==> config.mk <==
export PLATFORM = sky130hd
export DESIGN_NAME = id_ex_stage
export DESIGN_NICKNAME = d
export VERILOG_FILES = /design/src/rtl/id_ex_stage.sv
export SDC_FILE = /design/constraint.sdc
export NUM_CORES = 1
export LEC_CHECK = 0
export CAP_MARGIN = 5
export CORE_MARGIN = 8
export CORE_UTILIZATION = 43
export CTS_CLUSTER_SIZE = 30
export DETAILED_ROUTE_END_ITERATION = 8
export GPL_TIMING_DRIVEN = 0
export PLACE_DENSITY = 0.84
export SYNTH_ARGS = -nofsm -noshare
export SYNTH_HDL_FRONTEND = slang
export SYNTH_SLANG_ARGS = --single-unit
export TNS_END_PERCENT = 20
==> constraint.sdc <==
create_clock -name clk_i -period 3.9 [get_ports clk_i]
set_clock_uncertainty 0.2 [all_clocks]
set_input_delay 0.975 -clock clk_i [delete_from_list [all_inputs] [get_ports clk_i]]
set_output_delay 0.975 -clock clk_i [all_outputs]
set_load 0.01 [all_outputs]
==> src/rtl/id_ex_stage.sv <==
`default_nettype none
// ============================================================================
// Module   : id_ex_stage
// Purpose  : ID->EX pipeline register with MEM/WB operand forwarding,
//            load-use stall detection and a saturating stall-cycle counter.
// Revision : 1.0 - initial release
// ============================================================================
module id_ex_stage (
    input  logic        clk_i,
    input  logic        rst_n_i,
    input  logic        id_valid_i,
    input  logic [4:0]  id_rs_i,
    input  logic [4:0]  id_rt_i,
    input  logic        id_uses_rs_i,
    input  logic        id_uses_rt_i,
    input  logic [31:0] id_rdata1_i,
    input  logic [31:0] id_rdata2_i,
    input  logic [4:0]  id_wadr_i,
    input  logic        id_we_i,
    input  logic        id_mem_rd_i,
    input  logic [31:0] id_imm_i,
    input  logic [4:0]  mem_wadr_i,
    input  logic        mem_we_i,
    input  logic [31:0] mem_wdata_i,
    input  logic [4:0]  wb_wadr_i,
    input  logic        wb_we_i,
    input  logic [31:0] wb_wdata_i,
    input  logic        flush_i,
    output logic        stall_o,
    output logic        ex_valid_o,
    output logic        ex_we_o,
    output logic        ex_mem_rd_o,
    output logic [4:0]  ex_wadr_o,
    output logic [31:0] ex_op1_o,
    output logic [31:0] ex_op2_o,
    output logic [31:0] ex_imm_o,
    output logic [31:0] stall_cnt_o
);

    localparam logic [4:0]  c_REG_ZERO = 5'd0;
    localparam logic [31:0] c_CNT_MAX  = 32'hFFFF_FFFF;

    logic        r_ex_valid;
    logic        r_ex_we;
    logic        r_ex_mem_rd;
    logic [4:0]  r_ex_wadr;
    logic [31:0] r_ex_op1;
    logic [31:0] r_ex_op2;
    logic [31:0] r_ex_imm;
    logic [31:0] r_stall_cnt;

    logic [31:0] w_op1;
    logic [31:0] w_op2;
    logic        w_load_use;
    logic        w_bubble;

    // MEM holds the younger result, so it beats WB; WB beats the regfile
    // because the regfile write only lands on the coming edge.
    function automatic logic [31:0] fwd_sel(
        input logic [4:0]  src,
        input logic [31:0] rf_data,
        input logic [4:0]  m_adr,
        input logic        m_we,
        input logic [31:0] m_data,
        input logic [4:0]  w_adr,
        input logic        w_we,
        input logic [31:0] w_data
    );
        if (src == c_REG_ZERO)
            return 32'd0;
        else if (m_we && (m_adr == src))
            return m_data;
        else if (w_we && (w_adr == src))
            return w_data;
        else
            return rf_data;
    endfunction

    always_comb begin
        w_op1 = fwd_sel(id_rs_i, id_rdata1_i, mem_wadr_i, mem_we_i, mem_wdata_i,
                        wb_wadr_i, wb_we_i, wb_wdata_i);
        w_op2 = fwd_sel(id_rt_i, id_rdata2_i, mem_wadr_i, mem_we_i, mem_wdata_i,
                        wb_wadr_i, wb_we_i, wb_wdata_i);
    end

    assign w_load_use = id_valid_i && r_ex_valid && r_ex_mem_rd
                        && (r_ex_wadr != c_REG_ZERO)
                        && ((id_uses_rs_i && (r_ex_wadr == id_rs_i))
                         || (id_uses_rt_i && (r_ex_wadr == id_rt_i)));
    // A redirect squashes the dependent instruction, so no stall is needed.
    assign stall_o  = w_load_use && !flush_i;
    assign w_bubble = flush_i || stall_o;

    always_ff @(posedge clk_i) begin
        if (!rst_n_i || w_bubble) begin
            r_ex_valid  <= 1'b0;
            r_ex_we     <= 1'b0;
            r_ex_mem_rd <= 1'b0;
            r_ex_wadr   <= 5'd0;
            r_ex_op1    <= 32'd0;
            r_ex_op2    <= 32'd0;
            r_ex_imm    <= 32'd0;
        end else begin
            r_ex_valid  <= id_valid_i;
            r_ex_we     <= id_we_i && id_valid_i;
            r_ex_mem_rd <= id_mem_rd_i && id_valid_i;
            r_ex_wadr   <= id_wadr_i;
            r_ex_op1    <= w_op1;
            r_ex_op2    <= w_op2;
            r_ex_imm    <= id_imm_i;
        end
    end

    always_ff @(posedge clk_i) begin
        if (!rst_n_i)
            r_stall_cnt <= 32'd0;
        else if (stall_o && (r_stall_cnt != c_CNT_MAX))
            r_stall_cnt <= r_stall_cnt + 32'd1;
    end

    assign ex_valid_o  = r_ex_valid;
    assign ex_we_o     = r_ex_we;
    assign ex_mem_rd_o = r_ex_mem_rd;
    assign ex_wadr_o   = r_ex_wadr;
    assign ex_op1_o    = r_ex_op1;
    assign ex_op2_o    = r_ex_op2;
    assign ex_imm_o    = r_ex_imm;
    assign stall_cnt_o = r_stall_cnt;

endmodule
`default_nettype wire

==> metrics.txt, run 1 <==
first drt pass iteration count 4; Worst slew margin a little under three fifths; Pint ~2.8 mW; Detailed Route WL between 20000 and 25000 um; Post-Syn Nets 809; GPL Wtd Cong 0.841; Mapped Area around 6400 sq um; synthesis-to-finish area growth 65.3%; Async SR Flop Fraction 0%; post-synthesis cell count 613; FF-to-FF setup slack roughly 1300 ps; Detailed Place HPWL roughly 19000 um; CTS Buf Count 17; Seq/Total Area, Yosys 42.6%; worst slack at placement -613 ps; IO buf count between 300 and 400; initial core utilization 44.0%; Max Slew Vio Count 0; Power, Total around 3.6 mW; Die Span Y 138 um; share of cells above drive strength 1 between 10 and 15%; startpoint types input port; share of total power in the clock network between 40% and 50%; worst r2r dst ex_op1_o[5]; Synth cell types 50; via count roughly 6.0k; site row count between 40 and 50; RSZ-0062 raised after global routing false; Gate power share around 14%; placed cell areas around 10000 sq um; peak supply drop approximately 260 uV; CTS tree built; vias in the first global route between 6k and 7k; fin crit period approximately 3700 ps; Main synth FF type dfxtp_1; f_max between 200 and 300 MHz; Min-Delay Startpoint stall_cnt_o[31]; Worst-Margin Slew between 600 and 700 ps; final hold violations 0; Switching Share 23.1%; initial antenna violation count 1; WL per Instance between 20 and 25 um; Clock Latency Late Sink about 420 ps; status finished clean; core area about 15000 sq um; most frequent cells in the layout clkdlybuf4s50_1 (320), dfxtp_1 (136), nor2_1 (76), mux2i_1 (66), a211oi_2 (60); Sum Neg Setup Slack 0 ps; htree depth 4; Detail Route Antenna Nets 0; Fin Hold WS ~310 ps; Final Instance Area 10600 sq um; total of max-cap violations 0; Seq pwr share about 40%; Worst Path Required around 2700 ps; CTS Sinks between 100 and 150; CTS Root Cell clkbuf_16; largest net degree at the start of global routing 17; DIE WIDTH roughly 140 um; Finish-stage setup viols 0; clk buf depth 2; commonest non-fill, non-tap cell in the layout clkdlybuf4s50_1; switching power total roughly 840 uW; global route overflow 0; Setup CP Type input port to primary output; Nets 1160; first-pass GRT wire length 35600 um; CP max FO 10; WHS Path Cells 2; Power Density roughly 340 nW/um^2; Worst Reg2Reg Path Length in Cells 7; Mean Syn Cell Area approximately 10 sq um; Total GRT Usage roughly a quarter; worst hold endpoint stall_cnt_o[31]; Clock Pin Slew Worst Setup and Hold Paths about 60 ps; number of synthesized register bits 136; fin worst setup slack 235 ps; Worst EP arrival between 2000 and 2500 ps; vias per cell 5.19; Leak 3.75 nW; number of flops mapped to enable cells by yosys 0; Warnings, synthesis 0; Critical Path End Type primary output; r2r startpoint ex_wadr_o[1]; IO Count between 300 and 400; die area 19000 sq um; min-delay worst type flop to flop; Post-route DRC 0; initial drt markers between 200 and 300; period utilization 94.0%
flip-flops by register name, summed over array words and instances, names as in the netlist:
signal	flops
ex_we_o	1
ex_op1_o	32
ex_mem_rd_o	1
ex_valid_o	1
stall_cnt_o	32
ex_op2_o	32
ex_imm_o	32
ex_wadr_o	5
worst max-delay path, stage by stage:
cell,delay (ps)
dlygate4sd2_1,300
xnor2_1,180
nand4_1,190
o22ai_4,190
buf_6,170
nand2_2,120
inv_1,90
dlygate4sd2_1,270
stage by stage:
| stage | util (%) | instances |
|---|---|---|
| floorplan | - | 613 |
| global placement | 68.3 | 1128 |
| detailed placement | 68.3 | 1128 |
| CTS | 72.6 | 1160 |
| global route | 72.6 | 1161 |
| finish | 72.6 | 1162 |
how the worst max path moves through the flow:
stage / from / slack (ps) / end / cells past startpoint
final: id_rt_i[4] / 230 / stall_o / 8
after global routing: id_rt_i[3] / 100 / stall_o / 8
after global placement: id_rs_i[0] / -650 / stall_o / 8
after floorplan: id_rs_i[1] / 710 / stall_o / 6
after detailed placement: id_rs_i[3] / -610 / stall_o / 8
after CTS: id_rs_i[3] / 250 / stall_o / 8
final cells by class:
class / count / area [sq um]
clock buffer: 19 / 453
antenna: 2 / 5.00
fill: 1070 / 3980
inverter: 9 / 33.8
sequential: 136 / 2720
buffer: 35 / 369
clock inverter: 12 / 151
timing repair buffer: 332 / 3310
tap: 184 / 230
multi-input combinational: 433 / 3290
cell usage after synthesis, types with 2 or more instances:
cell | instances | area share, %
dfxtp_1 | 136 | 43
nor2_1 | 77 | 4.5
mux2i_1 | 66 | 10
a211oi_2 | 60 | 12
and2_1 | 39 | 3.8
xor2_1 | 24 | 3.3
a21oi_1 | 20 | 1.6
or3_1 | 18 | 1.8
o21ai_0 | 17 | 1.3
xnor2_1 | 15 | 2.1
nand2_1 | 14 | 0.82
nand4_1 | 14 | 1.4
clkbuf_8 | 12 | 2.6
and3_1 | 11 | 1.1
nand3_1 | 11 | 0.86
inv_1 | 8 | 0.47
buf_6 | 7 | 1.2
clkbuf_1 | 7 | 0.41
or4_1 | 5 | 0.59
a211oi_1 | 4 | 0.47
and4_1 | 4 | 0.55
buf_8 | 4 | 0.94
nor4_1 | 4 | 0.39
buf_2 | 3 | 0.23
nand3_2 | 3 | 0.47
nor3_1 | 3 | 0.23
o31ai_1 | 3 | 0.35
o21ai_4 | 2 | 0.51
kinds of logic after synthesis:
group,after synthesis,share of synthesized area (%)
multiplexers,66,10.3
XOR/XNOR,39,5.35
adder cells (fa/ha/maj),1,0.196
AO/OA/AOI/OAI,113,17.2
AND/OR/NAND/NOR,214,18.1
flip-flops,136,42.6
buffers and inverters,44,6.25
routing by layer:
| metal | routed length (um) | vias up | GRT usage [%] |
|---|---|---|---|
| met4 | 408 | 0 | 8.12 |
| met5 | 0 | - | 0 |
| met1 | 9120 | 2848 | 26.4 |
| li1 | - | 2899 | - |
| met2 | 12400 | 250 | 44.2 |
| met3 | 2380 | 30 | 9.09 |
power groups by stage:
stage | Sequential (mW) | Clock (mW) | Combinational [mW]
3_3_place_gp | 1.48 | 0 | 0.518
4_1_cts | 1.45 | 1.67 | 0.527
2_1_floorplan | 1.51 | 0 | 0.149
5_1_grt | 1.46 | 1.74 | 0.556
3_5_place_dp | 1.48 | 0 | 0.523
6_report | 1.45 | 1.66 | 0.523
repair_timing:
| item | CTS | global route |
|---|---|---|
| endpoints found under the setup margin | 1 | 0 |
| hold buffers | 0 | 0 |
| resized for setup | 16 | 0 |
| setup buffers | 1 | 0 |
(Power assumes the default switching activity.)
==> inputs of run 2 (changes only) <==
Settings changed: CAP_MARGIN 5 to 20.
==> results of run 2 <==
No change in the layout: final DEF, timing and power equal those of run 1.
